==> src/rtl/pipa_pulse_source.sv <==
// Bench-side PIPA responder: holds a signed velocity backlog per axis and, on each
// PIPSAM sample, drives one ternary active-low pulse per axis for PULSE_CYC clocks.
module pipa_pulse_source #(
   parameter int CNT_W     = 16,
   parameter int PULSE_CYC = 8
) (
   input  logic             CLOCK,
   input  logic             rst_,
   input  logic             PIPSAM,
   input  logic             ld,
   input  logic [1:0]       ld_axis,
   input  logic [CNT_W-1:0] ld_val,
   input  logic [2:0]       fail_inj,
   output logic             PIPAXp_,
   output logic             PIPAXm_,
   output logic             PIPAYp_,
   output logic             PIPAYm_,
   output logic             PIPAZp_,
   output logic             PIPAZm_,
   output logic             busy,
   output logic             ovf,
   output logic             missed,
   output logic [CNT_W-1:0] pend_x,
   output logic [CNT_W-1:0] pend_y,
   output logic [CNT_W-1:0] pend_z
);

   localparam int CW = (PULSE_CYC > 1) ? $clog2(PULSE_CYC) : 1;
   localparam int EW = CNT_W + 2;

   typedef enum logic [1:0] {
      IDLE   = 2'd0,
      DECIDE = 2'd1,
      DRIVE  = 2'd2
   } state_t;

   // One combined update old + adj + (optional) add_v with a single saturation;
   // bit CNT_W of the result flags that the value was clamped.
   function automatic logic [CNT_W:0] sat_step(
      input logic [CNT_W-1:0] old_v,
      input logic [1:0]       adj,
      input logic             add_en,
      input logic [CNT_W-1:0] add_v
   );
      logic signed [EW-1:0] sum;
      logic signed [EW-1:0] max_v;
      logic signed [EW-1:0] min_v;
      logic signed [EW-1:0] add_x;
      logic signed [EW-1:0] old_x;
      logic signed [EW-1:0] adj_x;
      max_v = {3'b000, {(CNT_W-1){1'b1}}};
      min_v = {3'b111, {(CNT_W-1){1'b0}}};
      old_x = {{2{old_v[CNT_W-1]}}, old_v};
      adj_x = {{CNT_W{adj[1]}}, adj};
      if (add_en) begin
         add_x = {{2{add_v[CNT_W-1]}}, add_v};
      end else begin
         add_x = {EW{1'b0}};
      end
      sum = old_x + adj_x + add_x;
      if (sum > max_v) begin
         sat_step = {1'b1, max_v[CNT_W-1:0]};
      end else if (sum < min_v) begin
         sat_step = {1'b1, min_v[CNT_W-1:0]};
      end else begin
         sat_step = {1'b0, sum[CNT_W-1:0]};
      end
   endfunction

   logic             sync1_r;
   logic             sync2_r;
   logic             sync3_r;
   logic             edge_s;
   state_t           state_r;
   logic [CW-1:0]    cnt_r;
   logic [2:0]       line_p_r;
   logic [2:0]       line_m_r;
   logic             busy_r;
   logic             ovf_r;
   logic             missed_r;
   logic [CNT_W-1:0] pend_r [3];
   logic [2:0]       plus_s;
   logic [2:0]       minus_s;
   logic [2:0]       hit_s;
   logic [2:0]       sat_s;
   logic [1:0]       adj_s  [3];
   logic [CNT_W:0]   step_s [3];

   assign edge_s = sync2_r & ~sync3_r;

   // PIPSAM synchronizer plus the delayed copy used for rising-edge detection.
   always_ff @(posedge CLOCK or negedge rst_) begin
      if (!rst_) begin
         sync1_r <= 1'b0;
         sync2_r <= 1'b0;
         sync3_r <= 1'b0;
      end else begin
         sync1_r <= PIPSAM;
         sync2_r <= sync1_r;
         sync3_r <= sync2_r;
      end
   end

   // Per-axis direction choice and next backlog value (DECIDE step merged with load).
   always_comb begin
      for (int i = 0; i < 3; i++) begin
         minus_s[i] = pend_r[i][CNT_W-1];
         plus_s[i]  = ~pend_r[i][CNT_W-1] & (|pend_r[i]);
         hit_s[i]   = ld & (ld_axis == 2'(i));
         if ((state_r == DECIDE) && !fail_inj[i] && plus_s[i]) begin
            adj_s[i] = 2'b11;
         end else if ((state_r == DECIDE) && !fail_inj[i] && minus_s[i]) begin
            adj_s[i] = 2'b01;
         end else begin
            adj_s[i] = 2'b00;
         end
         step_s[i] = sat_step(pend_r[i], adj_s[i], hit_s[i], ld_val);
         sat_s[i]  = hit_s[i] & step_s[i][CNT_W];
      end
   end

   // Backlog registers and the sticky overflow flag.
   always_ff @(posedge CLOCK or negedge rst_) begin
      if (!rst_) begin
         for (int i = 0; i < 3; i++) begin
            pend_r[i] <= {CNT_W{1'b0}};
         end
         ovf_r <= 1'b0;
      end else begin
         for (int i = 0; i < 3; i++) begin
            pend_r[i] <= step_s[i][CNT_W-1:0];
         end
         ovf_r <= ovf_r | (|sat_s);
      end
   end

   // Sample FSM: pulse lines, busy and the sticky missed-edge flag.
   always_ff @(posedge CLOCK or negedge rst_) begin
      if (!rst_) begin
         state_r  <= IDLE;
         cnt_r    <= {CW{1'b0}};
         line_p_r <= 3'b111;
         line_m_r <= 3'b111;
         busy_r   <= 1'b0;
         missed_r <= 1'b0;
      end else begin
         case (state_r)
            IDLE: begin
               if (edge_s) begin
                  state_r <= DECIDE;
                  busy_r  <= 1'b1;
               end
            end
            DECIDE: begin
               if (edge_s) begin
                  missed_r <= 1'b1;
               end
               for (int i = 0; i < 3; i++) begin
                  if (fail_inj[i]) begin
                     line_p_r[i] <= 1'b0;
                     line_m_r[i] <= 1'b0;
                  end else begin
                     line_p_r[i] <= ~plus_s[i];
                     line_m_r[i] <= ~minus_s[i];
                  end
               end
               cnt_r   <= {CW{1'b0}};
               state_r <= DRIVE;
            end
            DRIVE: begin
               if (edge_s) begin
                  missed_r <= 1'b1;
               end
               if (cnt_r == CW'(PULSE_CYC - 1)) begin
                  line_p_r <= 3'b111;
                  line_m_r <= 3'b111;
                  busy_r   <= 1'b0;
                  state_r  <= IDLE;
               end else begin
                  cnt_r <= cnt_r + CW'(1);
               end
            end
            default: begin
               line_p_r <= 3'b111;
               line_m_r <= 3'b111;
               busy_r   <= 1'b0;
               state_r  <= IDLE;
            end
         endcase
      end
   end

   assign PIPAXp_ = line_p_r[0];
   assign PIPAXm_ = line_m_r[0];
   assign PIPAYp_ = line_p_r[1];
   assign PIPAYm_ = line_m_r[1];
   assign PIPAZp_ = line_p_r[2];
   assign PIPAZm_ = line_m_r[2];
   assign busy    = busy_r;
   assign ovf     = ovf_r;
   assign missed  = missed_r;
   assign pend_x  = pend_r[0];
   assign pend_y  = pend_r[1];
   assign pend_z  = pend_r[2];

endmodule

==> config.mk <==
export PLATFORM = sky130hd
export DESIGN_NAME = pipa_pulse_source
export DESIGN_NICKNAME = d
export VERILOG_FILES = /design/src/rtl/pipa_pulse_source.sv
export SDC_FILE = /design/constraint.sdc
export NUM_CORES = 1
export LEC_CHECK = 0
export CORE_AREA = 2 2 104 116
export CTS_CLUSTER_DIAMETER = 120
export CTS_CLUSTER_SIZE = 16
export DETAILED_ROUTE_END_ITERATION = 10
export DIE_AREA = 0 0 106 118
export GPL_ROUTABILITY_DRIVEN = 0
export PLACE_DENSITY = 0.81
export SLEW_MARGIN = 20
export SYNTH_ARGS = -nofsm -noshare
export SYNTH_HDL_FRONTEND = slang
export SYNTH_SLANG_ARGS = --single-unit
==> constraint.sdc <==
create_clock -name CLOCK -period 5.8 [get_ports CLOCK]
set_input_delay 1.16 -clock CLOCK [delete_from_list [all_inputs] [get_ports CLOCK]]
set_output_delay 1.16 -clock CLOCK [all_outputs]
set_load 0.03 [all_outputs]
; After elaboration in Yosys (flattened, before gate mapping)
; Index checks and enable logic that the tools add are counted.
; W data, S select, Z words.
[totals]
regBits = 65
in_bits = 25
elab_cells = 111
[op_classes]
n_reduce_logical = 25
mux = 32
eq_ne = 8
bitwise = 20
magnitude_cmp = 6
n_addsub = 7
[ops]
columns = operator, n
row1 = $mux W17, 6
row2 = $add A17 B18 Y18, 3
row3 = $gt A18 B16 Y1 const B, 3
row4 = $lt A18 B16 Y1 const B, 3
row5 = $mux W18, 3
row6 = $add A16 B2 Y17, 3
row7 = $reduce_or A16 Y1, 3
row8 = $pmux W3 S3, 2
row9 = $mux W1, 11
row10 = $and A1 B1 Y1, 10
row11 = $mux W2, 5
row12 = $logic_and A1 B1 Y1, 9
row13 = $not A1 Y1, 9
row14 = $reduce_and A2 Y1, 4
row15 = $mux W3, 2
row16 = $ne A2 B2 Y1 const B, 3
row17 = $pmux W2 S3, 1
row18 = $pmux W3 S2, 1
row19 = $eq A2 B1 Y1 const B, 2
row20 = $eq A2 B2 Y1 const B, 2
row21 = $logic_not A2 Y1, 2
row22 = $add A3 B1 Y3 const B, 1
row23 = $eq A3 B3 Y1 const B, 1
row24 = $logic_not A1 Y1, 3
row25 = other kinds (6), 6

; Depth between registers and ports, before layout
[logic_depth]
ltp_word = 13
mapped_depth = 20
mapped_depth_nobuf = 18

; Least setup slack after synthesis
; OpenSTA, ideal clock, no wires.
[synth_path]
path_kind = input to register
from = input port fail_inj[2]
to = register ovf_r, in the netlist ovf
setup_slack_ps = 1203
t_required_ps = 5660
setup_time_ps = 140
t_arrival_ps = 4457
path_stages = 14
path_cell_list = nor2_1 > and3_1 > inv_1 > fa_1 > inv_1 > fa_1 > a211o_1 > o211ai_2 > a211oi_1 > or3_1 > nand3_1 > nor4b_1 > a211o_1 > o2111ai_1
[synth_between]
elab_chain_cells = 13
elab_cells_between_ends = 15
[synth_rtl]
columns = element, line_no
row1 = "start, declared", 13  ; input logic [2:0] fail_inj,
row2 = $logic_not A1 Y1 *, "110, 112"
row3 = $logic_and A1 B1 Y1 *, "110, 112"
row4 = $logic_and A1 B1 Y1, 112  ; end else if ((state_r == DECIDE) && !fail_inj[i] && minus_s[i]) begin
row5 = $mux W1, 112
row6 = $mux W2 *, 110  ; if ((state_r == DECIDE) && !fail_inj[i] && plus_s[i]) begin
row7 = $add A16 B2 Y17 *, 60  ; sum = old_x + adj_x + add_x;
row8 = $add A17 B18 Y18 *, 60
row9 = $lt A18 B16 Y1, 63  ; end else if (sum < min_v) begin
row10 = $mux W17, 63
row11 = $mux W17 *, 61  ; if (sum > max_v) begin
row12 = $and A1 B1 Y1 *, 118  ; sat_s[i] = hit_s[i] & step_s[i][CNT_W];
row13 = $reduce_or A3 Y1 *, 133  ; ovf_r <= ovf_r | (|sat_s);
row14 = $or A1 B1 Y1 *, 133
row15 = "end signal, assigned", 133
row16 = "end, declared", 79  ; logic ovf_r;
; Every way passes the cells marked *; elsewhere a longest branch is shown, timed or not.
; A chain may end at the register's enable or synchronous reset.

; Worst setup path in the final report
; Ends and elaborated chain as after synthesis.

==> reports/metrics.cfg <==
[timing]
fin_setup_tns_ns = 0
finalCritPeriodShare_pct = 88.93
fmax_ghz = 0.1939
fin_worst_skew_ns = 0.005863
worst_slew_pin_slew_ns = 0.9098
post-route-min-period_ns = 5.158
hold_violations = 0
max_slew_margin_pct = 39.22
drv_slew = 0
rsz0062_at_grt = no
setup_viol_count_final = 0

[clocking]
clock-sinks = 65
htreeDepth = 3
root_buffer = clkbuf_16
cts.reportedPaths.clkPinSlew_ns = 0.06
holdBufCountCts = 0
clockBufferDepth = 2
cts_resized = 0
clk_latency_ns = 0.34
cts_tree = yes
cts_buffers = 9
post_cts_buffers = 0

[route]
post-route-drc-count = 0
vias_per_cell = 5.940
vias = 5548
postRouteAntennaNets = 0
initialDrtViolationCount = 322
dr.pass1.iters = 5
wl_per_cell_um = 18.31
routed_wl_mm = 17.10

[yosys]
ys.flop_type = dfrtp_1
synthTopCellsByCount = 84 x inv_1, 68 x ha_1, 59 x dfrtp_1, 44 x a21oi_1, 44 x nand2_1
synth_area_um2 = 6364
ys_warn_count = 0
synth_most_common_cell = inv_1
synthTopCellsByArea = dfrtp_1 23%, ha_1 13%, fa_1 12%, inv_1 5.0%, xnor2_1 4.8%
synth_top_area_share_pct = 23.20
ys_ff_latch = 65
synth_enable_flop_cells = 0
postSynthCellCount = 691
netlist.top_cell.by_area = dfrtp_1
synth.avg_cell_area_um2 = 9.209
synth_fp_nets = 821
synth.distinct_cells = 67
async_flop_share_pct = 100.0
yosysSeqAreaShare_pct = 25.68

[setup_path]
cp-start-kind = primary input
cp-end-kind = flip-flop
rrSetupSlack_ns = 0.89
r2r_cells = 18
crit_arrival_ns = 5.36
crit_fanout = 14
cpPeakStageDelay_ns = 0.51
r2r-start = state_r[1]$_DFFE_PN0P_
cp.required_ns = 6.01
critPathLaunch = fail_inj[2]
cp-endpoint = ovf$_DFF_PN0_
critPathSlowestCell = fa_1
crit_type = in -> reg
crit_chain = clkdlybuf4s50_1 -> nor2_1 -> and3_1 -> inv_1 -> buf_12 -> fa_1 -> inv_1 -> ha_1 -> a21o_1 -> o32ai_1 -> a21oi_1 -> a31oi_1 -> a32oi_2 -> nor4b_1 -> a211o_1 -> o2111ai_1
cp_common_cell = inv_1
r2r_end = ovf$_DFF_PN0_

[floorplan]
initial_utilization_pct = 56.13
fp.dieH_um = 118
core_area_um2 = 11340
rows = 41
pin_count = 82
die_w_um = 106
dieArea_um2 = 12510

[final_layout]
fill_cells = 874
area_growth_pct = 20.94
drive_gt1_share_pct = 8.929
num_antenna_cells = 0
fin_nets = 909

[global_routing]
grt-ovfl-total = 0
grt_first_pass_wirelength_mm = 27.99
grtUsageTotal_pct = 28.44
grt_pass1_vias = 5702
grt_max_degree = 66
grt_antenna_before_repair = 0

[placement]
post-dp-hpwl_mm = 13.01
io_buffers = 81

[run]
drv_cap = 0

[outcome]
status = finished, final reports clean

[hold_path]
hp-class = reg -> reg

stage by stage:
step	std cells	cell area [µm²]	utilization (%)	hold WS [ns]	setup slack [ns]
finish	934	7696	67.88	0.3519	0.6422
global route	934	7696	67.88	0.3601	0.4233
CTS	934	7696	67.88	0.3532	0.7476
detailed placement	918	7401	65.28	0.3402	0.4372
global placement	918	7401	65.28	0.3365	0.6401
floorplan	691	6364	-	0.3312	1.203
worst max-delay path: cells and delay by family:
kind / cells / cell delay, ns
simple gates: 3 / 0.92
compound gates: 7 / 1.64
fa+ha+maj: 2 / 0.88
buf+inv: 4 / 0.76
worst min-delay path by stage:
stage,start,to,slack (ns),cells past startpoint
floorplan,sync1_r$_DFF_PN0_,sync2_r$_DFF_PN0_,0.33,0
global placement,sync1_r$_DFF_PN0_,sync2_r$_DFF_PN0_,0.34,0
global route,sync1_r$_DFF_PN0_,sync2_r$_DFF_PN0_,0.36,0
detailed placement,sync1_r$_DFF_PN0_,sync2_r$_DFF_PN0_,0.34,0
CTS,sync1_r$_DFF_PN0_,sync2_r$_DFF_PN0_,0.35,0
finish,sync1_r$_DFF_PN0_,sync2_r$_DFF_PN0_,0.35,0
per-layer routing:
metal | vias to the layer above | GRT usage, % | routed length, µm
li1 | 2597 | - | -
met1 | 2714 | 36.29 | 7060
met2 | 201 | 49.72 | 8583
met3 | 36 | 3.599 | 990
met4 | 0 | 9.539 | 461
met5 | - | 0 | 0
final cells by class:
type                       count  area, µm²  area share [%]
tap                          150      187.7           2.439
timing repair buffer          92      925.9           12.03
inverter                      84      315.3           4.097
clock buffer                   9      225.2           2.926
sequential                    65       1634           21.23
clock inverter                 7      70.07          0.9104
multi-input combinational    527       4338           56.36
layout by cell type (no fill, tap or decap), types with 4 or more instances in the layout:
cell and count:
nand3_1 9, xnor2_1 35, a21o_1 39, o21ai_2 9
fa_1 37, buf_4 8, nand4_1 5, and2_1 35
ha_1 68, clkdlybuf4s50_1 80, nand2b_1 5, or2_2 4
a211oi_1 5, xor2_1 14, a31oi_1 7, o211ai_1 10
clkbuf_16 9, dfstp_2 6, o21a_1 8, nor2b_1 4
nor2_1 18, nand2_1 44, nor4_1 11, a21oi_1 44
dfrtp_1 59, o31ai_1 5, inv_1 84, o21ai_0 41
nor3_1 14
flip-flops by register name, indices dropped and copies added, names as in the netlist, 2 cells and up:
name,count
cnt_r,3
line_m_r,3
line_p_r,3
pend_x,16
pend_y,16
pend_z,16
state_r,2
cells by family (layout without fill, tap and decap cells):
logic type | Yosys count | after routing | synth area share (%)
flops | 65 | 65 | 25.68
mux | 4 | 4 | 0.6881
compound gates | 202 | 202 | 21.83
simple gates | 167 | 167 | 13.90
buf+inv | 99 | 192 | 6.154
fa+ha+maj | 105 | 105 | 25.01
xor+xnor | 49 | 49 | 6.744
Power is not shown: default switching activity piles up to over one toggle a cycle in this logic, so the estimate is an artifact.
